<file path="src/rtl/ballot_terminal_sequencer.sv">
// ballot_terminal_sequencer
//   Voter-side booth front end. Turns card-reader and keypad events into the
//   voting controller's authenticate/submit handshakes: latches the voter ID,
//   pulses authenticate_voter, samples the verdict AUTH_LAT cycles later,
//   collects a candidate, pulses submit_vote and waits (with timeout) for the
//   accept/reject response.
//
//   Build option: define BALLOT_CONFIRM_EN for two-step entry
//   (SELECT -> CONFIRM -> SUBMIT). Undefined: a valid key goes straight to
//   SUBMIT and key_confirm is ignored.
//
//   Ports
//     clk, reset_n                 clock, async active-low reset
//     card_valid, card_id[7:0]     card reader event
//     key_press, key_code[3:0]     candidate key event
//     key_confirm, key_cancel      confirm / cancel keys
//     system_ready, system_status  controller status (8'h01 = authenticated)
//     vote_accepted, vote_rejected controller response pulses
//     error_code[7:0]              controller error code
//     voter_id_out, candidate_out  to controller
//     authenticate_voter           one-cycle auth request
//     submit_vote                  one-cycle submit request
//     busy, term_state[2:0]        session status / encoded state
//     ballot_done, fail            one-cycle session outcome pulses
//     fail_code[7:0]               reason for last fail, held
module ballot_terminal_sequencer #(
  parameter int unsigned AUTH_LAT     = 2,
  parameter int unsigned RESP_TIMEOUT = 8,
  parameter int unsigned NUM_CAND     = 4
) (
  input  logic       clk,
  input  logic       reset_n,
  input  logic       card_valid,
  input  logic [7:0] card_id,
  input  logic       key_press,
  input  logic [3:0] key_code,
  input  logic       key_confirm,
  input  logic       key_cancel,
  input  logic       system_ready,
  input  logic [7:0] system_status,
  input  logic       vote_accepted,
  input  logic       vote_rejected,
  input  logic [7:0] error_code,
  output logic [7:0] voter_id_out,
  output logic [3:0] candidate_out,
  output logic       authenticate_voter,
  output logic       submit_vote,
  output logic       busy,
  output logic [2:0] term_state,
  output logic       ballot_done,
  output logic       fail,
  output logic [7:0] fail_code
);

  typedef enum logic [2:0] {
    S_IDLE    = 3'd0,
    S_AUTH    = 3'd1,
    S_SELECT  = 3'd2,
`ifdef BALLOT_CONFIRM_EN
    S_CONFIRM = 3'd3,
`endif
    S_SUBMIT  = 3'd4
  } state_e;

  localparam logic [7:0] CODE_CANCEL  = 8'h10;
  localparam logic [7:0] CODE_NOREADY = 8'hFD;
  localparam logic [7:0] CODE_TIMEOUT = 8'hFE;
  localparam logic [7:0] CODE_NOAUTH  = 8'hFF;

  state_e     state_q, state_d;
  logic [7:0] cnt_q, cnt_d;
  logic [7:0] voter_id_q, voter_id_d;
  logic [3:0] cand_q, cand_d;
  logic       auth_q, auth_d;
  logic       submit_q, submit_d;
  logic       busy_q, busy_d;
  logic       done_q, done_d;
  logic       fail_q, fail_d;
  logic [7:0] fail_code_q, fail_code_d;
  logic       key_ok;

`ifndef BALLOT_CONFIRM_EN
  logic unused_confirm;
  assign unused_confirm = key_confirm;
`endif

  assign key_ok = key_press && (32'(key_code) < NUM_CAND);

  always_comb begin
    state_d     = state_q;
    cnt_d       = cnt_q;
    voter_id_d  = voter_id_q;
    cand_d      = cand_q;
    auth_d      = 1'b0;
    submit_d    = 1'b0;
    done_d      = 1'b0;
    fail_d      = 1'b0;
    fail_code_d = fail_code_q;

    // Loss of system_ready aborts any session ahead of every other event.
    if (state_q != S_IDLE && !system_ready) begin
      state_d     = S_IDLE;
      fail_d      = 1'b1;
      fail_code_d = CODE_NOREADY;
    end else begin
      case (state_q)
        S_IDLE: begin
          // A card arriving on the outcome-pulse cycle is dropped.
          if (card_valid && system_ready && !done_q && !fail_q) begin
            voter_id_d = card_id;
            auth_d     = 1'b1;
            cnt_d      = '0;
            state_d    = S_AUTH;
          end
        end
        S_AUTH: begin
          if (cnt_q == 8'(AUTH_LAT)) begin
            if (system_status == 8'h01 && error_code == 8'h00) begin
              state_d = S_SELECT;
            end else begin
              state_d     = S_IDLE;
              fail_d      = 1'b1;
              fail_code_d = (error_code == 8'h00) ? CODE_NOAUTH : error_code;
            end
          end else begin
            cnt_d = cnt_q + 8'd1;
          end
        end
        S_SELECT: begin
          if (key_cancel) begin
            state_d     = S_IDLE;
            fail_d      = 1'b1;
            fail_code_d = CODE_CANCEL;
          end else if (key_ok) begin
            cand_d  = key_code;
`ifdef BALLOT_CONFIRM_EN
            state_d = S_CONFIRM;
`else
            state_d  = S_SUBMIT;
            submit_d = 1'b1;
            cnt_d    = '0;
`endif
          end
        end
`ifdef BALLOT_CONFIRM_EN
        S_CONFIRM: begin
          if (key_cancel) begin
            state_d     = S_IDLE;
            fail_d      = 1'b1;
            fail_code_d = CODE_CANCEL;
          end else if (key_confirm) begin
            state_d  = S_SUBMIT;
            submit_d = 1'b1;
            cnt_d    = '0;
          end else if (key_ok) begin
            cand_d = key_code;
          end
        end
`endif
        S_SUBMIT: begin
          // A response on the timeout cycle still counts as a response.
          if (vote_accepted) begin
            state_d = S_IDLE;
            done_d  = 1'b1;
          end else if (vote_rejected) begin
            state_d     = S_IDLE;
            fail_d      = 1'b1;
            fail_code_d = error_code;
          end else if (cnt_q == 8'(RESP_TIMEOUT)) begin
            state_d     = S_IDLE;
            fail_d      = 1'b1;
            fail_code_d = CODE_TIMEOUT;
          end else begin
            cnt_d = cnt_q + 8'd1;
          end
        end
        default: state_d = S_IDLE;
      endcase
    end

    busy_d = (state_d != S_IDLE);
  end

  always_ff @(posedge clk or negedge reset_n) begin
    if (!reset_n) begin
      state_q     <= S_IDLE;
      cnt_q       <= '0;
      voter_id_q  <= '0;
      cand_q      <= '0;
      auth_q      <= 1'b0;
      submit_q    <= 1'b0;
      busy_q      <= 1'b0;
      done_q      <= 1'b0;
      fail_q      <= 1'b0;
      fail_code_q <= '0;
    end else begin
      state_q     <= state_d;
      cnt_q       <= cnt_d;
      voter_id_q  <= voter_id_d;
      cand_q      <= cand_d;
      auth_q      <= auth_d;
      submit_q    <= submit_d;
      busy_q      <= busy_d;
      done_q      <= done_d;
      fail_q      <= fail_d;
      fail_code_q <= fail_code_d;
    end
  end

  assign voter_id_out       = voter_id_q;
  assign candidate_out      = cand_q;
  assign authenticate_voter = auth_q;
  assign submit_vote        = submit_q;
  assign busy               = busy_q;
  assign term_state         = state_q;
  assign ballot_done        = done_q;
  assign fail               = fail_q;
  assign fail_code          = fail_code_q;

endmodule

</file>
<file path="config.mk">
export PLATFORM = sky130hd
export DESIGN_NAME = ballot_terminal_sequencer
export DESIGN_NICKNAME = d
export VERILOG_FILES = /design/src/rtl/ballot_terminal_sequencer.sv
export SDC_FILE = /design/constraint.sdc
export NUM_CORES = 1
export LEC_CHECK = 0
export ABC_AREA = 1
export BUFFER_PORTS_ARGS = -buffer_cell sky130_fd_sc_hd__clkbuf_2
export CAP_MARGIN = 20
export CORE_UTILIZATION = 25
export CTS_BUF_LIST = sky130_fd_sc_hd__clkbuf_4
export DETAILED_ROUTE_END_ITERATION = 10
export SYNTH_ARGS = -nofsm -noshare
export SYNTH_HDL_FRONTEND = slang
export SYNTH_SLANG_ARGS = --single-unit
</file>
<file path="constraint.sdc">
create_clock -name clk -period 1.4 [get_ports clk]
set_input_delay 0.07 -clock clk [delete_from_list [all_inputs] [get_ports clk]]
set_output_delay 0.07 -clock clk [all_outputs]
set_load 0.005 [all_outputs]
</file>
Word-level counts from Yosys, hierarchy flattened
Index checks and enable logic that the tools add are counted.
W data, S select, Z words.

storage, ports and cells
  flip-flop bits (word level) = 36
  output and inout bits = 28
  input bits = 37
  word-level logic and storage cells = 96

operators by class
  $add $sub $neg = 1
  equality and inequality tests = 18
  mux-type cells = 45
  reductions and logical operators = 19
  order comparisons = 1
  bitwise gates (word level) = 2

operators with widths
  operator               number
  $mux W8                15
  $pmux W8 S4            1
  $mux W3                8
  $pmux W8 S3            1
  $mux W1                17
  $ne A2 B2 Y1 const B   7
  $ne A3 B3 Y1 const B   4
  $pmux W3 S4            1
  $reduce_and A9 Y1      1
  $add A8 B1 Y8 const B  1
  $eq A8 B1 Y1 const B   1
  $eq A8 B2 Y1 const B   1
  $eq A8 B4 Y1 const B   1
  $logic_not A8 Y1       1
  $reduce_bool A4 Y1     2
  $logic_and A1 B1 Y1    6
  $reduce_and A6 Y1      1
  $reduce_bool A3 Y1     2
  $lt A4 B3 Y1 const B   1
  $ne A4 B4 Y1 const B   1
  $reduce_and A4 Y1      1
  $eq A3 B1 Y1 const B   1
  $eq A3 B2 Y1 const B   1
  $eq A3 B3 Y1 const B   1
  other kinds (6)        9

Longest topological paths before layout
Gate-level depths: netlist of run 1.

  word-level depth = 7
  gate-level depth with buffers = 10

Worst setup path after synthesis of run 1
No wires, ideal clock.

  path type = register to register
  start = register cnt_q[0]
  end = register fail_code_q[0] (netlist: fail_code[0])
  path buffers = 0
  arrival time = 1.296 ns
  cell stages (with the launch flop) = 9
  path slack = -0.013 ns
  path through = dfrtp_1 > inv_1 > ha_1 > nand3_1 > o21ai_2 > a21oi_4 > nand2_4 > nand2_1 > nand2_1

between the ends
  word-level cells in the longest chain between the ends = 3
  elaborated cells on any way between the ends = 5

RTL lines
  element                                                        RTL line  RTL
  from (decl)                                                    71        logic [7:0] cnt_q, cnt_d;
  from (signal assigned)                                         198       cnt_q <= cnt_d;
  $eq A8 B4 Y1 or $eq A8 B2 Y1 (tied branches)                   169, 117
  $ne A4 B4 Y1 (no source line) or $ne A3 B3 Y1 (tied branches)  n/a
  $reduce_and A6 Y1 (no source line) *                           n/a
  to (signal assigned)                                           206       fail_code_q <= fail_code_d;
  to (decl)                                                      79        logic [7:0] fail_code_q, fail_code_d;

Every way passes the cells marked *; elsewhere a longest branch is shown, timed or not.
A chain may end at the register's enable or synchronous reset.

Final worst setup path of run 1
  start = register state_q[2] (netlist: term_state[2])
  end = register cnt_q[4]

between the ends
  word-level cells in the longest chain between the ends = 4
  elaborated cells on any way between the ends = 17

RTL lines
  element                                                    RTL line  RTL
  from (decl)                                                70        state_e state_q, state_d;
  from (signal assigned)                                     197       state_q <= state_d;
  branches (longest 4 deep; another with $reduce_and A9 Y1)  n/a

Parallel ways; which one is timed is not known.

==> results of run 1 <==
-- flip-flops by register name, summed over array words and instances, names as in the netlist --
signal,cells
busy,1
authenticate_voter,1
voter_id_out,8
fail_code,8
ballot_done,1
submit_vote,1
term_state,3
candidate_out,4
fail,1
cnt_q,8
-- logic make-up (layout without fill, tap and decap cells) --
logic type,Yosys count,in the layout,synth area share
XOR/XNOR,1,1,0.004160
flip-flops,36,36,0.4278
buffers and inverters,34,149,0.06417
AND/OR/NAND/NOR,184,184,0.4195
AO/OA/AOI/OAI,22,22,0.06655
adder cells (fa/ha/maj),3,3,0.01783
-- report_power, final --
part	internal [uW]	switching, uW	total [uW]
Combinational	850	984	1830
Clock	193	374	567
Sequential	1340	176	1520
-- worst max-delay path by stage --
stage	start	endpoint	cells past startpoint
CTS	term_state[0]	candidate_out[1]	8
finish	term_state[2]	cnt_q[4]	9
detailed placement	term_state[0]	cnt_q[0]	8
floorplan	cnt_q[0]	fail_code[2]	8
global route	term_state[0]	fail_code[5]	8
global placement	term_state[0]	cnt_q[7]	8
-- tightest hold or removal path, delay by kind of cell --
kind                   cells  cell delay (ps)
and+or+nand+nor            4              210
buffers and inverters      1              100
-- repair_timing --
item | in CTS | in global routing
pin swaps | 1 | 6
gates resized for setup | 8 | 25
hold endpoints to repair | 47 | 0
setup buffers | 4 | 7
setup endpoints to repair | 24 | 31
hold buffers | 12 | 0
-- synth_stat cells, types with 3 or more instances --
cell type	instances	area share
nand2_1	92	0.16
inv_1	19	0.034
nand3_1	39	0.093
dfrtp_1	36	0.43
nand2_2	4	0.012
ha_1	3	0.018
o21ai_0	14	0.033
o21ai_1	3	0.0071
inv_2	14	0.025
nor2_4	4	0.021
nor2_2	5	0.015
nor2_1	26	0.046
nand2_4	3	0.016
-- per-layer routing --
metal | part of all wire | track usage
met3 | 0.045 | 0.02508
met1 | 0.44 | 0.1584
met2 | 0.49 | 0.2214
met5 | 0 | 0
met4 | 0.019 | 0.05897
-- per-stage QoR --
| step | TNS (ps) | worst slack [ps] | cells | cell area (sq um) |
|---|---|---|---|---|
| finish | -148.5 | -19.95 | 500 | 3107 |
| detailed placement | -642.6 | -54.88 | 469 | 2736 |
| global placement | -360.8 | -42.23 | 469 | 2736 |
| floorplan | 0 | 16.66 | 280 | 2111 |
| CTS | -71.20 | -16.69 | 493 | 2970 |
| global route | -2358 | -142.0 | 500 | 3107 |
-- cell type report --
type | count | area [sq um]
Tap cell | 105 | 131.4
Clock buffer | 5 | 37.54
Timing Repair Buffer | 108 | 719.4
Multi-Input combinational cell | 210 | 1162
Sequential cell | 36 | 903.4
Fill cell | 874 | 5069
Clock inverter | 3 | 18.77
Inverter | 33 | 133.9
==> impl_metrics.yaml, run 1 <==
power_and_ir_drop:
  p_leak_uw: 0.001683
  powerDensity_nw_per_um2: 1261
  power.total_uw: 3918
  ir_worst_vdd_mv: 0.3539
flow_run:
  drv_cap: 0
placed_design:
  place.port_buffers: 63
  dp_hpwl_mm: 3.909
  gp_congestion: 0.7926
worst_setup_path:
  cp_num_buf_inv: 3
  critPathTopFamily: "simple AND/OR/NAND/NOR gates"
  critical_path.max_fanout: 6
  rrSetupSlack_ps: -20
  max_stage_delay_ps: 440
  critical_path_arrival_ps: 1660
  cp.required_ps: 1640
  critPathKind: "reg -> reg"
  r2r-end: "cnt_q[4]"
  reg2reg_depth: 9
  slowest_stage: "dfrtp_1"
  r2r-start: "term_state[2]"
  startpoint_type: "register"
  crit_chain: "inv_2, nand3_4, inv_4, nand4_4, nand2_2, nand2_4, buf_6, nand3_1, nand2_1"
  worstSetupEndpointType: "register"
synthesis:
  ys_seq_elements: 36
  ys.flop_type: "dfrtp_1"
  synth-edff-count: 0
  syn_nets: 320
  syn_area_sq_um: 2106
  syn_inst: 280
  yosysWarnings: 0
  async_flop_share: 1.000
  syn_avg_cell_area_sq_um: 7.521
  ys_types: 27
  seq_area_frac_synth: 0.4278
cells_and_area:
  layout-drive-gt1-share: 0.4101
  layout_commonest_cell: "nand2_1"
  area_growth_pct: 47.53
  final_cell_mix: "86 x nand2_1, 63 x clkbuf_2, 35 x nand3_1"
  final_util: 0.3800
  n_antenna_cell: 0
  fin_nets: 434
sta:
  period_share: 1.014
  worst_slack_ps: -19.95
  relSlewSlack: 0.6780
  final-max-slew-violation-count: 0
  period_minus_slack_ps: 1420
  max_freq_ghz: 0.7042
  skew_ps: 4.893
  holdWs_ps: 59.51
  rsz0062_at_grt: "yes"
  worst_pin_slew_ps: 482.9
  hold_viol: 0
  setup_viol: 12
cts:
  cts_sinks: 36
  cts_root_buffer: "clkbuf_4"
  cts_made_buffers: 5
  htreeDepth: 2
  clock_latency_ps: 340
  cts_tree: "done"
  clockBufferDepth: 2
  clkTransAtPathRegs_ps: 120
outcome:
  violations: "negative setup slack"
  status: "finished with violations"
die:
  ios: 65
  coreArea_sq_um: 8175
  initial_core_util: 0.2576
  dieArea_sq_um: 8794
  dieWidth_microns: 93.78
  die_h_microns: 93.78
  rows: 33
global_route:
  grt_pass1_vias: 1970
  grt_pass1_wl_mm: 8.956
  antenna_found_initial: 0
  grt_max_degree: 37
  gr-total-overflow: 0
  track_usage: 0.1303
drt:
  vias_per_cell: 4.360
  dr.pass1.iters: 4
  vias: 2180
  drc: 0
  ant_nets: 0
  wl_per_cell_microns: 10.97
  drt_iter0_drc: 84
  wl_mm: 5.486
worst_hold_path:
  min-delay-start: "error_code[0]"
  min_path_cells: 5
  hold_end: "fail_code[0]"
  hold_class: "in -> reg"
Power figures use the tool's default switching activity.
==> run 2, diff against run 1 <==
--- a/config.mk
+++ b/config.mk
@@ -8,9 +8,10 @@
 export ABC_AREA = 1
 export BUFFER_PORTS_ARGS = -buffer_cell sky130_fd_sc_hd__clkbuf_2
 export CAP_MARGIN = 20
-export CORE_UTILIZATION = 25
+export CORE_UTILIZATION = 48
 export CTS_BUF_LIST = sky130_fd_sc_hd__clkbuf_4
 export DETAILED_ROUTE_END_ITERATION = 10
+export PLACE_DENSITY = 0.79
 export SYNTH_ARGS = -nofsm -noshare
 export SYNTH_HDL_FRONTEND = slang
 export SYNTH_SLANG_ARGS = --single-unit
==> impl_metrics.yaml, run 2 (synthesized netlist as in run 1, its figures left out) <==
outcome:
  status: "finished with violations"
  violations: "negative setup slack"
worst_hold_path:
  hold_end: "submit_vote"
  min-delay-start: "key_press"
  min_path_cells: 3
  hold_class: "in -> reg"
worst_setup_path:
  crit_chain: "nor2_4, nand2_2, nand2_4, o21ai_4, a21oi_4, nand2_2, nand2_1, nand2_1"
  slowest_stage: "dfrtp_1"
  critPathKind: "reg -> reg"
  critPathTopFamily: "simple AND/OR/NAND/NOR gates"
  rrSetupSlack_ps: -120
  reg2reg_depth: 8
  startpoint_type: "register"
  cp.required_ps: 1650
  r2r-start: "term_state[0]"
  worstSetupEndpointType: "register"
  critical_path.max_fanout: 4
  cp_num_buf_inv: 0
  max_stage_delay_ps: 480
  r2r-end: "fail_code[4]"
  critical_path_arrival_ps: 1770
sta:
  holdWs_ps: 78.03
  hold_viol: 0
  setup_viol: 19
  rsz0062_at_grt: "yes"
  final-max-slew-violation-count: 0
  skew_ps: 13.77
  max_freq_ghz: 0.6565
  period_minus_slack_ps: 1523
  relSlewSlack: 0.6904
  worst_pin_slew_ps: 464.4
  worst_slack_ps: -123.3
  period_share: 1.088
die:
  die_h_microns: 68.24
  initial_core_util: 0.5117
  dieWidth_microns: 68.24
  coreArea_sq_um: 4115
  dieArea_sq_um: 4656
  rows: 23
  ios: 65
placed_design:
  dp_slack_ps: -26.62
  dp_hpwl_mm: 3.722
  dp_cells: 415
  gp_congestion: 0.8315
  place.port_buffers: 63
drt:
  vias_per_cell: 5.246
  ant_nets: 0
  wl_mm: 6.151
  top_layer: "met4"
  drc: 0
  wirelength_met1_mm: 2.477
  drt_iter0_drc: 346
  wl_met2_mm: 3.112
  wl_per_cell_microns: 13.88
  vias: 2324
  met3_length_microns: 385
  dr.pass1.iters: 4
cells_and_area:
  fillerInstances: 303
  final_util: 0.7391
  n_antenna_cell: 0
  layout_commonest_cell: "nand2_1"
  fin_nets: 432
  layout-drive-gt1-share: 0.4122
  area_growth_pct: 44.44
  final_cell_mix: "83 x nand2_1, 63 x clkbuf_2, 37 x nand3_1"
  final_cells: 443
power_and_ir_drop:
  p_switching_uw: 1626
  share_seq_of_total_power: 0.365
  p_leak_uw: 0.001664
  switching_share: 0.3901
  power.total_uw: 4168
  powerDensity_nw_per_um2: 1370
  pwr-share-clk: 0.178
  p_int_uw: 2542
  ir_worst_vdd_mv: 0.7307
  p_comb_frac: 0.457
cts:
  clock_latency_ps: 340
  cts_root_buffer: "clkbuf_4"
  cts_made_buffers: 5
  htreeDepth: 2
  clkTransAtPathRegs_ps: 120
  clockBufferDepth: 2
  cts_sinks: 36
  cts_tree: "done"
global_route:
  gr-total-overflow: 0
  antenna_found_initial: 0
  grt_max_degree: 37
  grt_pass1_wl_mm: 8.804
  grt_pass1_vias: 2050
  track_usage: 0.2559
flow_run:
  drv_cap: 0
-- run 2: cell count changes in the layout (fill, tap and decap cells not counted), sizes merged --
cell / change
buf: -4
bufinv: +1
clkinv: -2
clkinvlp: +1
nand2: +1
nand3: +1
-- run 2: through the flow --
stage	instance area, sq um	TNS (ps)
6_report	3042	-1555
3_5_place_dp	2650	-272.5
4_1_cts	2908	-15.02
2_1_floorplan	2111	0
3_3_place_gp	2650	0
5_1_grt	3042	-2832
-- run 2: worst max-delay path by stage --
stage | depth (start not counted) | endpoint | slack [ps] | startpoint
6_report | 8 | fail_code[4] | -120 | term_state[0]
5_1_grt | 8 | fail_code[2] | -220 | term_state[0]
4_1_cts | 8 | candidate_out[0] | -10 | term_state[0]
3_5_place_dp | 8 | fail_code[7] | -30 | cnt_q[1]
3_3_place_gp | 8 | fail_code[7] | 5 | cnt_q[1]
2_1_floorplan | 8 | fail_code[2] | 20 | cnt_q[0]
-- run 2: power by group through the flow --
stage	Sequential (uW)	Combinational, uW	Clock (uW)
global route	1560	2100	797
CTS	1510	1680	746
finish	1520	1910	740
global placement	1520	1540	0
detailed placement	1530	1570	0
floorplan	1570	851	0
-- run 2: worst min-delay path, delay by kind of cell --
kind	cells	cell delay (ps)
simple gates	2	200
buf+inv	1	110
-- run 2: timing repair --
action,4_1_cts,5_1_grt
hold buffers,12,0
setup endpoints to repair,25,32
setup buffers,3,3
gates cloned,1,1
gates resized for setup,9,27
hold endpoints to repair,47,0
pin swaps,2,12
-- run 2: layer usage --
layer | vias up | GRT usage
li1 | 1127 | -
met1 | 1073 | 0.3001
met2 | 102 | 0.4547
met5 | - | 0
met3 | 22 | 0.05167
met4 | 0 | 0.09635
-- run 2: cell type report --
type                            instances  area, sq um  area share
Multi-Input combinational cell        212         1192      0.3920
Sequential cell                        36        902.1      0.2966
Timing Repair Buffer                  104        668.1      0.2197
Inverter                               33        136.4     0.04484
Tap cell                               50        62.56     0.02057
Clock inverter                          3        42.54     0.01399
Clock buffer                            5        37.54     0.01234
